==> src/rtl/alu_seq_pkg.sv <==
// rtl/alu_seq_pkg.sv - shared encodings, state type and PSR bit positions for the ALU sequencer
package alu_seq_pkg;

  localparam logic [7:0] OP_NOP  = 8'h00;
  localparam logic [7:0] OP_ADDU = 8'h06;
  localparam logic [7:0] OP_MOV  = 8'h0D;

  // Shift class; the 4-bit patterns are opcode-only matches (opext is don't-care)
  localparam logic [7:0] OP_LSH   = 8'h84;
  localparam logic [3:0] OPC_LSHX = 4'h8;
  localparam logic [7:0] OP_RSH   = 8'h0E;
  localparam logic [3:0] OPC_RSHI = 4'hE;
  localparam logic [7:0] OP_SHA1  = 8'hA1;
  localparam logic [7:0] OP_SHA4  = 8'hA4;

  // Add-with-carry class
  localparam logic [7:0] OP_ADDC   = 8'h07;
  localparam logic [3:0] OPC_ADDCI = 4'h7;
  localparam logic [7:0] OP_ADDCU  = 8'hA5;
  localparam logic [7:0] OP_ADDCUI = 8'hA6;

  typedef enum logic [1:0] {
    IDLE = 2'd0,
    EXEC = 2'd1,
    DONE = 2'd2
  } state_t;

  localparam int PSR_C = 4;
  localparam int PSR_L = 3;
  localparam int PSR_F = 2;
  localparam int PSR_Z = 1;
  localparam int PSR_N = 0;

endpackage

==> src/rtl/alu_seq_decode.sv <==
// rtl/alu_seq_decode.sv - classifies {opcode,opext} into shift and add-with-carry operations
module alu_seq_decode
  import alu_seq_pkg::*;
(
  input  logic [3:0] opcode,
  input  logic [3:0] opext,
  output logic       is_shift,
  output logic       is_addc
);

  logic [7:0] key;
  assign key = {opcode, opext};

  always_comb begin
    is_shift = 1'b0;
    is_addc  = 1'b0;
    if (key == OP_LSH || opcode == OPC_LSHX || key == OP_RSH || opcode == OPC_RSHI ||
        key == OP_SHA1 || key == OP_SHA4) begin
      is_shift = 1'b1;
    end else if (key == OP_ADDC || opcode == OPC_ADDCI || key == OP_ADDCU || key == OP_ADDCUI) begin
      is_addc = 1'b1;
    end
  end

endmodule

==> src/rtl/alu_seq_ctrl.sv <==
// rtl/alu_seq_ctrl.sv - multi-cycle sequencer driving the 16-bit ALU and owning the PSR
// Optional carry-in chaining for add-with-carry ops: define ALU_SEQ_CARRY_EN.
module alu_seq_ctrl
  import alu_seq_pkg::*;
#(
  parameter int WIDTH = 16,
  parameter int CNT_W = 4
) (
  input  logic             clk,
  input  logic             reset_n,
  input  logic             start,
  input  logic [3:0]       opcode,
  input  logic [3:0]       opext,
  input  logic [WIDTH-1:0] a,
  input  logic [WIDTH-1:0] b,
  output logic             busy,
  output logic             done,
  output logic [WIDTH-1:0] result,
  output logic [4:0]       psr,
  output logic [WIDTH-1:0] alu_a,
  output logic [WIDTH-1:0] alu_b,
  output logic [3:0]       alu_opcode,
  output logic [3:0]       alu_opext,
  input  logic [WIDTH-1:0] alu_s,
  input  logic [4:0]       alu_clfzn
);

`ifdef ALU_SEQ_CARRY_EN
  localparam bit CARRY_EN = 1'b1;
`else
  localparam bit CARRY_EN = 1'b0;
`endif

  state_t           state, state_nx;
  logic [3:0]       op_code, op_ext;
  logic [WIDTH-1:0] work_a, op_b;
  logic [CNT_W-1:0] pcnt;
  logic             carry_mode, pass1_c, pass1_f;
  logic             is_shift, is_addc;
  logic [CNT_W-1:0] shamt;

  assign shamt = b[CNT_W-1:0];

  alu_seq_decode u_decode (
    .opcode  (opcode),
    .opext   (opext),
    .is_shift(is_shift),
    .is_addc (is_addc)
  );

  always_comb begin
    state_nx = state;
    case (state)
      IDLE:    if (start) state_nx = EXEC;
      EXEC:    if (pcnt == CNT_W'(1)) state_nx = DONE;
      DONE:    state_nx = IDLE;
      default: state_nx = IDLE;
    endcase
  end

  always_ff @(posedge clk) begin
    if (!reset_n) begin
      state      <= IDLE;
      op_code    <= 4'h0;
      op_ext     <= 4'h0;
      work_a     <= '0;
      op_b       <= '0;
      pcnt       <= '0;
      carry_mode <= 1'b0;
      pass1_c    <= 1'b0;
      pass1_f    <= 1'b0;
      result     <= '0;
      psr        <= 5'b0;
    end else begin
      state <= state_nx;
      case (state)
        IDLE: if (start) begin
          work_a     <= a;
          op_b       <= b;
          op_code    <= opcode;
          op_ext     <= opext;
          carry_mode <= 1'b0;
          pcnt       <= CNT_W'(1);
          // A zero-length shift becomes a single MOV pass so the result is A
          if (is_shift && shamt == '0) begin
            {op_code, op_ext} <= OP_MOV;
          end else if (is_shift) begin
            pcnt <= shamt;
          end else if (CARRY_EN && is_addc && psr[PSR_C]) begin
            carry_mode <= 1'b1;
            pcnt       <= CNT_W'(2);
          end
        end
        EXEC: begin
          work_a <= alu_s;
          pcnt   <= pcnt - 1'b1;
          if (carry_mode && pcnt == CNT_W'(2)) begin
            pass1_c <= alu_clfzn[PSR_C];
            pass1_f <= alu_clfzn[PSR_F];
          end
          if (pcnt == CNT_W'(1)) begin
            result <= alu_s;
            if (carry_mode) begin
              psr <= {pass1_c | alu_clfzn[PSR_C], 1'b0, pass1_f, alu_clfzn[PSR_Z], 1'b0};
            end else begin
              psr <= alu_clfzn;
            end
          end
        end
        default: ;
      endcase
    end
  end

  always_comb begin
    alu_a      = '0;
    alu_b      = '0;
    alu_opcode = 4'h0;
    alu_opext  = 4'h0;
    if (state == EXEC) begin
      alu_a                 = work_a;
      alu_b                 = op_b;
      {alu_opcode, alu_opext} = {op_code, op_ext};
      // Second pass of a carried add folds the carry in as +1
      if (carry_mode && pcnt == CNT_W'(1)) begin
        alu_b                 = WIDTH'(1);
        {alu_opcode, alu_opext} = OP_ADDU;
      end
    end
  end

  assign busy = (state != IDLE);
  assign done = (state == DONE);

endmodule

==> config.mk <==
export PLATFORM = sky130hd
export DESIGN_NAME = alu_seq_ctrl
export DESIGN_NICKNAME = d
export VERILOG_FILES = /design/src/rtl/alu_seq_pkg.sv /design/src/rtl/alu_seq_decode.sv /design/src/rtl/alu_seq_ctrl.sv
export SDC_FILE = /design/constraint.sdc
export NUM_CORES = 1
export LEC_CHECK = 0
export CAP_MARGIN = 10
export CORE_UTILIZATION = 45
export DETAILED_ROUTE_END_ITERATION = 10
export PLACE_DENSITY = 0.85
export SLEW_MARGIN = 20
export SYNTH_ARGS = -nofsm -noshare
export SYNTH_HDL_FRONTEND = slang
export SYNTH_SLANG_ARGS = --single-unit
==> constraint.sdc <==
create_clock -name clk -period 2.8 [get_ports clk]
set_clock_uncertainty 0.15 [all_clocks]
set_input_delay 0.28 -clock clk [delete_from_list [all_inputs] [get_ports clk]]
set_output_delay 0.28 -clock clk [all_outputs]
set_load 0.005 [all_outputs]
After elaboration in Yosys (flattened, before gate mapping)

Cells that the tools add are included.

Add/sub/neg operators: 1
$mul: 0
Divide/modulo/power cells: 0
$lt $le $gt $ge: 0
Equality and inequality tests: 11
Shifts and indexed selects: 0
Mux-type cells: 16
Bitwise logic cells: 0
Reductions and logical operators: 14

Operators by type and width:

| operator            | count |
|---|---|
| $mux 16             | 3 |
| $pmux 16 s2         | 1 |
| $mux 4              | 7 |
| $eq 8x8->1 const B  | 3 |
| $eq 4x4->1 const B  | 2 |
| $eq 8x4->1 const B  | 1 |
| $pmux 4 s2          | 1 |
| $reduce_and 2->1    | 4 |
| $logic_or 1x1->1    | 5 |
| $eq 4x1->1 const B  | 1 |
| $logic_not 4->1     | 1 |
| $mux 2              | 2 |
| $ne 2x2->1 const B  | 2 |
| $pmux 2 s2          | 1 |
| $reduce_bool 2->1   | 2 |
| $sub 4x1->4 const B | 1 |
| $eq 2x1->1 const B  | 1 |
| $eq 2x2->1 const B  | 1 |
| $logic_not 2->1     | 1 |
| $logic_and 1x1->1   | 1 |
| $mux 1              | 1 |

Register bits after elaboration: 67
Latch bits: 0
Memory bits (writable): 0
ROM bits: 0
Bits of input ports: 64
Output and inout bits: 63
Logic and storage cells: 50
Memories: 0

Longest topological paths before layout

Depth after elaboration: 11
Mapped depth: 7
Depth with buffers taken out: 6

Cells and area by module

From an unflattened synthesis, not the netlist that was laid out.

Cells, all modules: 381
Area total of the unflattened synthesis: 3,278.1 µm²

Modules (own cells, without submodules):

| module         | instances | cells each | area an instance (µm²) | sequential area each (µm²) |
|---|---|---|---|---|
| alu_seq_ctrl   | 1         | 366        | 3,161.8                | 1,341.3 |
| alu_seq_decode | 1         | 15         | 116.4                  | 0.0 |

Worst setup path before layout

OpenSTA, ideal clock, no wires.

Path type: flip-flop to output port
Start: register state[0]
End: output port alu_a[0]
Arrival: 1.273 ns
Required time: 2.370 ns
Path slack: 1.097 ns
Stages on the path, launching flop included: 6
Path buffers: 3
Cell sequence: dfxtp_1 nor2b_1 clkbuf_1 buf_2 clkbuf_1 and2_1

Longest elaborated chain between the ends: 2

RTL lines:

| element                | line                | source |
|---|---|---|
| from (decl)            | alu_seq_ctrl.sv:34  | `state_t state, state_nx;` |
| from (signal assigned) | alu_seq_ctrl.sv:75  | `state <= state_nx;` |
| $eq 2x1->1             | alu_seq_ctrl.sv:120 | `if (state == EXEC) begin` |
| $mux 16                | alu_seq_ctrl.sv:120 |  |
| to (decl)              | alu_seq_ctrl.sv:20  | `output logic [WIDTH-1:0] alu_a,` |

No other way between the ends.

Worst setup path in the final report

Start: register state[0]
End: output port alu_opcode[0]

Longest elaborated chain between the ends: 2

RTL lines:

| element    | line                | source |
|---|---|---|
| $eq 2x1->1 | alu_seq_ctrl.sv:120 |  |
| $mux 4     | alu_seq_ctrl.sv:120 |  |
| to (decl)  | alu_seq_ctrl.sv:22  | `output logic [3:0] alu_opcode,` |

No other way between the ends.

==> reports/results.tsv <==
stage	metric	value	unit
yosys	Syn Area/Cell	7.87	µm²
setup_path	Buf/Inv on CP	2	
yosys	Net Count, Synth	430	
global_routing	GR Layer Usage met3	5.78	%
die	initial core utilization	47.5	%
drt	WL/cell	14.0	µm
die	overall die height	81.8	µm
clock_network	post-CTS setup repair buffer count	0	
yosys	cells after synthesis	364	
clock_network	CTS tree	yes	
setup_path	WP data required	2.37	ns
clock_network	clock transition at the registers of the reported paths	0.07	ns
layout	layout cells sized above 1	6.33	%
clock_network	Clock Latency Late Sink	0.33	ns
yosys	Synth area leaders	dfxtp_1 (47%), nand2_1 (13%), a21oi_1 (11%)	
global_routing	Tot GR Track Use	24.3	%
global_routing	initial antenna violation count	0	
global_routing	aggregate global routing overflow	0	
setup_path	setup slack, reg-to-reg	0.67	ns
sta	slew margin rel.	48.3	%
layout	Final nets	552	
die	io pins	127	
drt	vias	2889	
power_and_ir_drop	PwrDens	523	nW/µm²
layout	fin util	73.4	%
yosys	Post-synth top cells	nand2_1 (101), dfxtp_1 (67), a21oi_1 (63)	
setup_path	Crit Path Class	reg2out	
die	die width	81.8	µm
layout	Layout area overhead	54.4	%
yosys	FF+latch count, synth	67	
clock_network	H-Tree Depth	3	
setup_path	crit-path max FO	32	
placement	detailed placement HPWL	5540	µm
drt	final WL	7910	µm
run_status	outcome	finished clean	
drt	Initial DRC Count	161	
sta	Slew Limit Fails	0	
global_routing	Global Route met2 Usage	42.5	%
hold_path	Hold Path Class	reg2reg	
clock_network	clock buffer depth	2	
setup_path	CP max stage delay	0.52	ns
layout	ant diodes	0	
die	core box area	6030	µm²
sta	Slew @ Worst Pin	0.774	ns
flow_run	max-cap viol count	0	
setup_path	type of origin of the critical path	flop	
yosys	Synth cell types	36	
placement	port bufs	126	
global_routing	met1 Use GR	27.8	%
placement	RePlAce Congestion	0.746	
clock_network	Hold-fix buffers, CTS	0	
sta	RSZ-0062 raised after global routing	false	
drt	# DRC	0	
sta	Max Clock Freq	402	MHz
yosys	top-count cell post-synth	nand2_1	
yosys	asr flop ratio synth	0	%
sta	Fin Setup TNS	0	ns
clock_network	# resized after CTS	0	
clock_network	CTS Buf Count	9	
yosys	Synth area leader	dfxtp_1	
sta	count of final setup violators	0	
yosys	Ys Warns	0	
drt	DRT antenna net count	0	
sta	minimum clock period	2.49	ns
sta	crit share post-route	88.8	%
clock_network	CTS Root Cell	clkbuf_8	
setup_path	critical path, cell by cell	nor2b_4, buf_12, and2_1, clkdlybuf4s50_1	
setup_path	CP Capture Type	output pin	
setup_path	Critical Path AT	2.06	ns
power_and_ir_drop	Tot Pwr	2.32	mW
power_and_ir_drop	Leak	1.63	nW
global_routing	grt peak-use layer	met2	
clock_network	Clock Sinks	67	
die	die area	6690	µm²
global_routing	first-pass GRT wire length	12200	µm
setup_path	CP top delay family	buffers and inverters	
die	FP Rows	28	
global_routing	largest net degree at the start of global routing	50	
drt	vias per cell	5.11	
yosys	Syn Std Cell Area	2870	µm²
yosys	Seq/Total Area, Yosys	46.8	%
global_routing	vias in the first global route	2718	
yosys	Synth Flop Type	dfxtp_1	
yosys	area share of the largest cell type after synthesis	46.8	%
setup_path	slowest cell on the critical path	clkdlybuf4s50_1	
drt	DRT Pass-1 Iters	4	
power_and_ir_drop	maximum VDD drop	0.409	mV
yosys	Post-synth EDFFs	0	
sta	Final Hold Vio Count	0	
[power breakdown]
group / switching (mW) / total [mW] / internal (mW)
Combinational: 0.217 / 0.461 / 0.244
Sequential: 0.0367 / 1.06 / 1.02
Clock: 0.340 / 0.795 / 0.455
[cells in the final DEF (no fill, tap or decap), types with 2 or more instances in the layout]
cell,n
a21oi_1,63
and2_1,41
o21ai_0,4
nand4_1,2
ha_1,2
nand2_1,101
buf_12,2
buf_4,7
nand3_1,2
clkbuf_1,2
a22oi_1,16
nor2_1,9
nor2b_1,2
inv_1,5
nor3_1,2
a211oi_1,2
clkbuf_8,11
a31o_2,2
clkdlybuf4s50_1,126
dfxtp_1,67
[sequential cells by signal, summed over array words and instances (netlist names)]
signal / count
op_code: 4
pcnt: 4
work_a: 16
op_ext: 4
psr: 5
op_b: 16
state: 2
result: 16
[routing by layer]
| layer | vias up | wire (µm) |
|---|---|---|
| met1 | 1321 | 3390 |
| met2 | 105 | 3790 |
| met5 | - | 0 |
| met3 | 5 | 670 |
| li1 | 1458 | - |
| met4 | 0 | 57 |
[per-stage QoR]
step	cell area, µm²	setup slack, ns	std cells	hold slack (ns)
floorplan	2870	1.10	364	0.248
global placement	4230	0.652	550	0.288
detailed placement	4230	0.595	550	0.292
CTS	4420	0.278	565	0.301
global route	4420	0.207	565	0.321
finish	4420	0.315	565	0.300
[final cells by class]
class                      instances  area, µm²
clock buffer                      13        159
timing repair buffer             135       1350
multi-input combinational        267       1420
fill                             468       1600
inverter                           6       22.5
tap                               75       93.8
clock inverter                     2       35.0
sequential                        67       1340
[cells by family after synthesis]
| kind of cell | count (synthesis) | synth area share, % |
|---|---|---|
| DFF | 67 | 46.8 |
| xor gates and xnor gates | 2 | 0.611 |
| buffers and inverters | 30 | 4.19 |
| and+or+nand+nor | 169 | 27.5 |
| adders and majority gates | 2 | 0.873 |
| AOI/OAI and AO/OA | 94 | 20.0 |
[worst reg2reg max path, stage by stage, from the launching register on]
cell and delay (ns):
dfxtp_1 0.43, nor2b_4 0.40, buf_12 0.23, nand2_1 0.47
nand2_1 0.24, a21oi_1 0.09
[final timing paths]
check,start,end,depth (start not counted)
hold / removal,op_b[4],op_b[4],2
setup reg to reg,state[0],psr[1],5
setup / recovery,state[0],alu_opcode[0],4
hold reg to reg,op_b[4],op_b[4],2
Note: power is estimated with default switching activity, not from simulation.
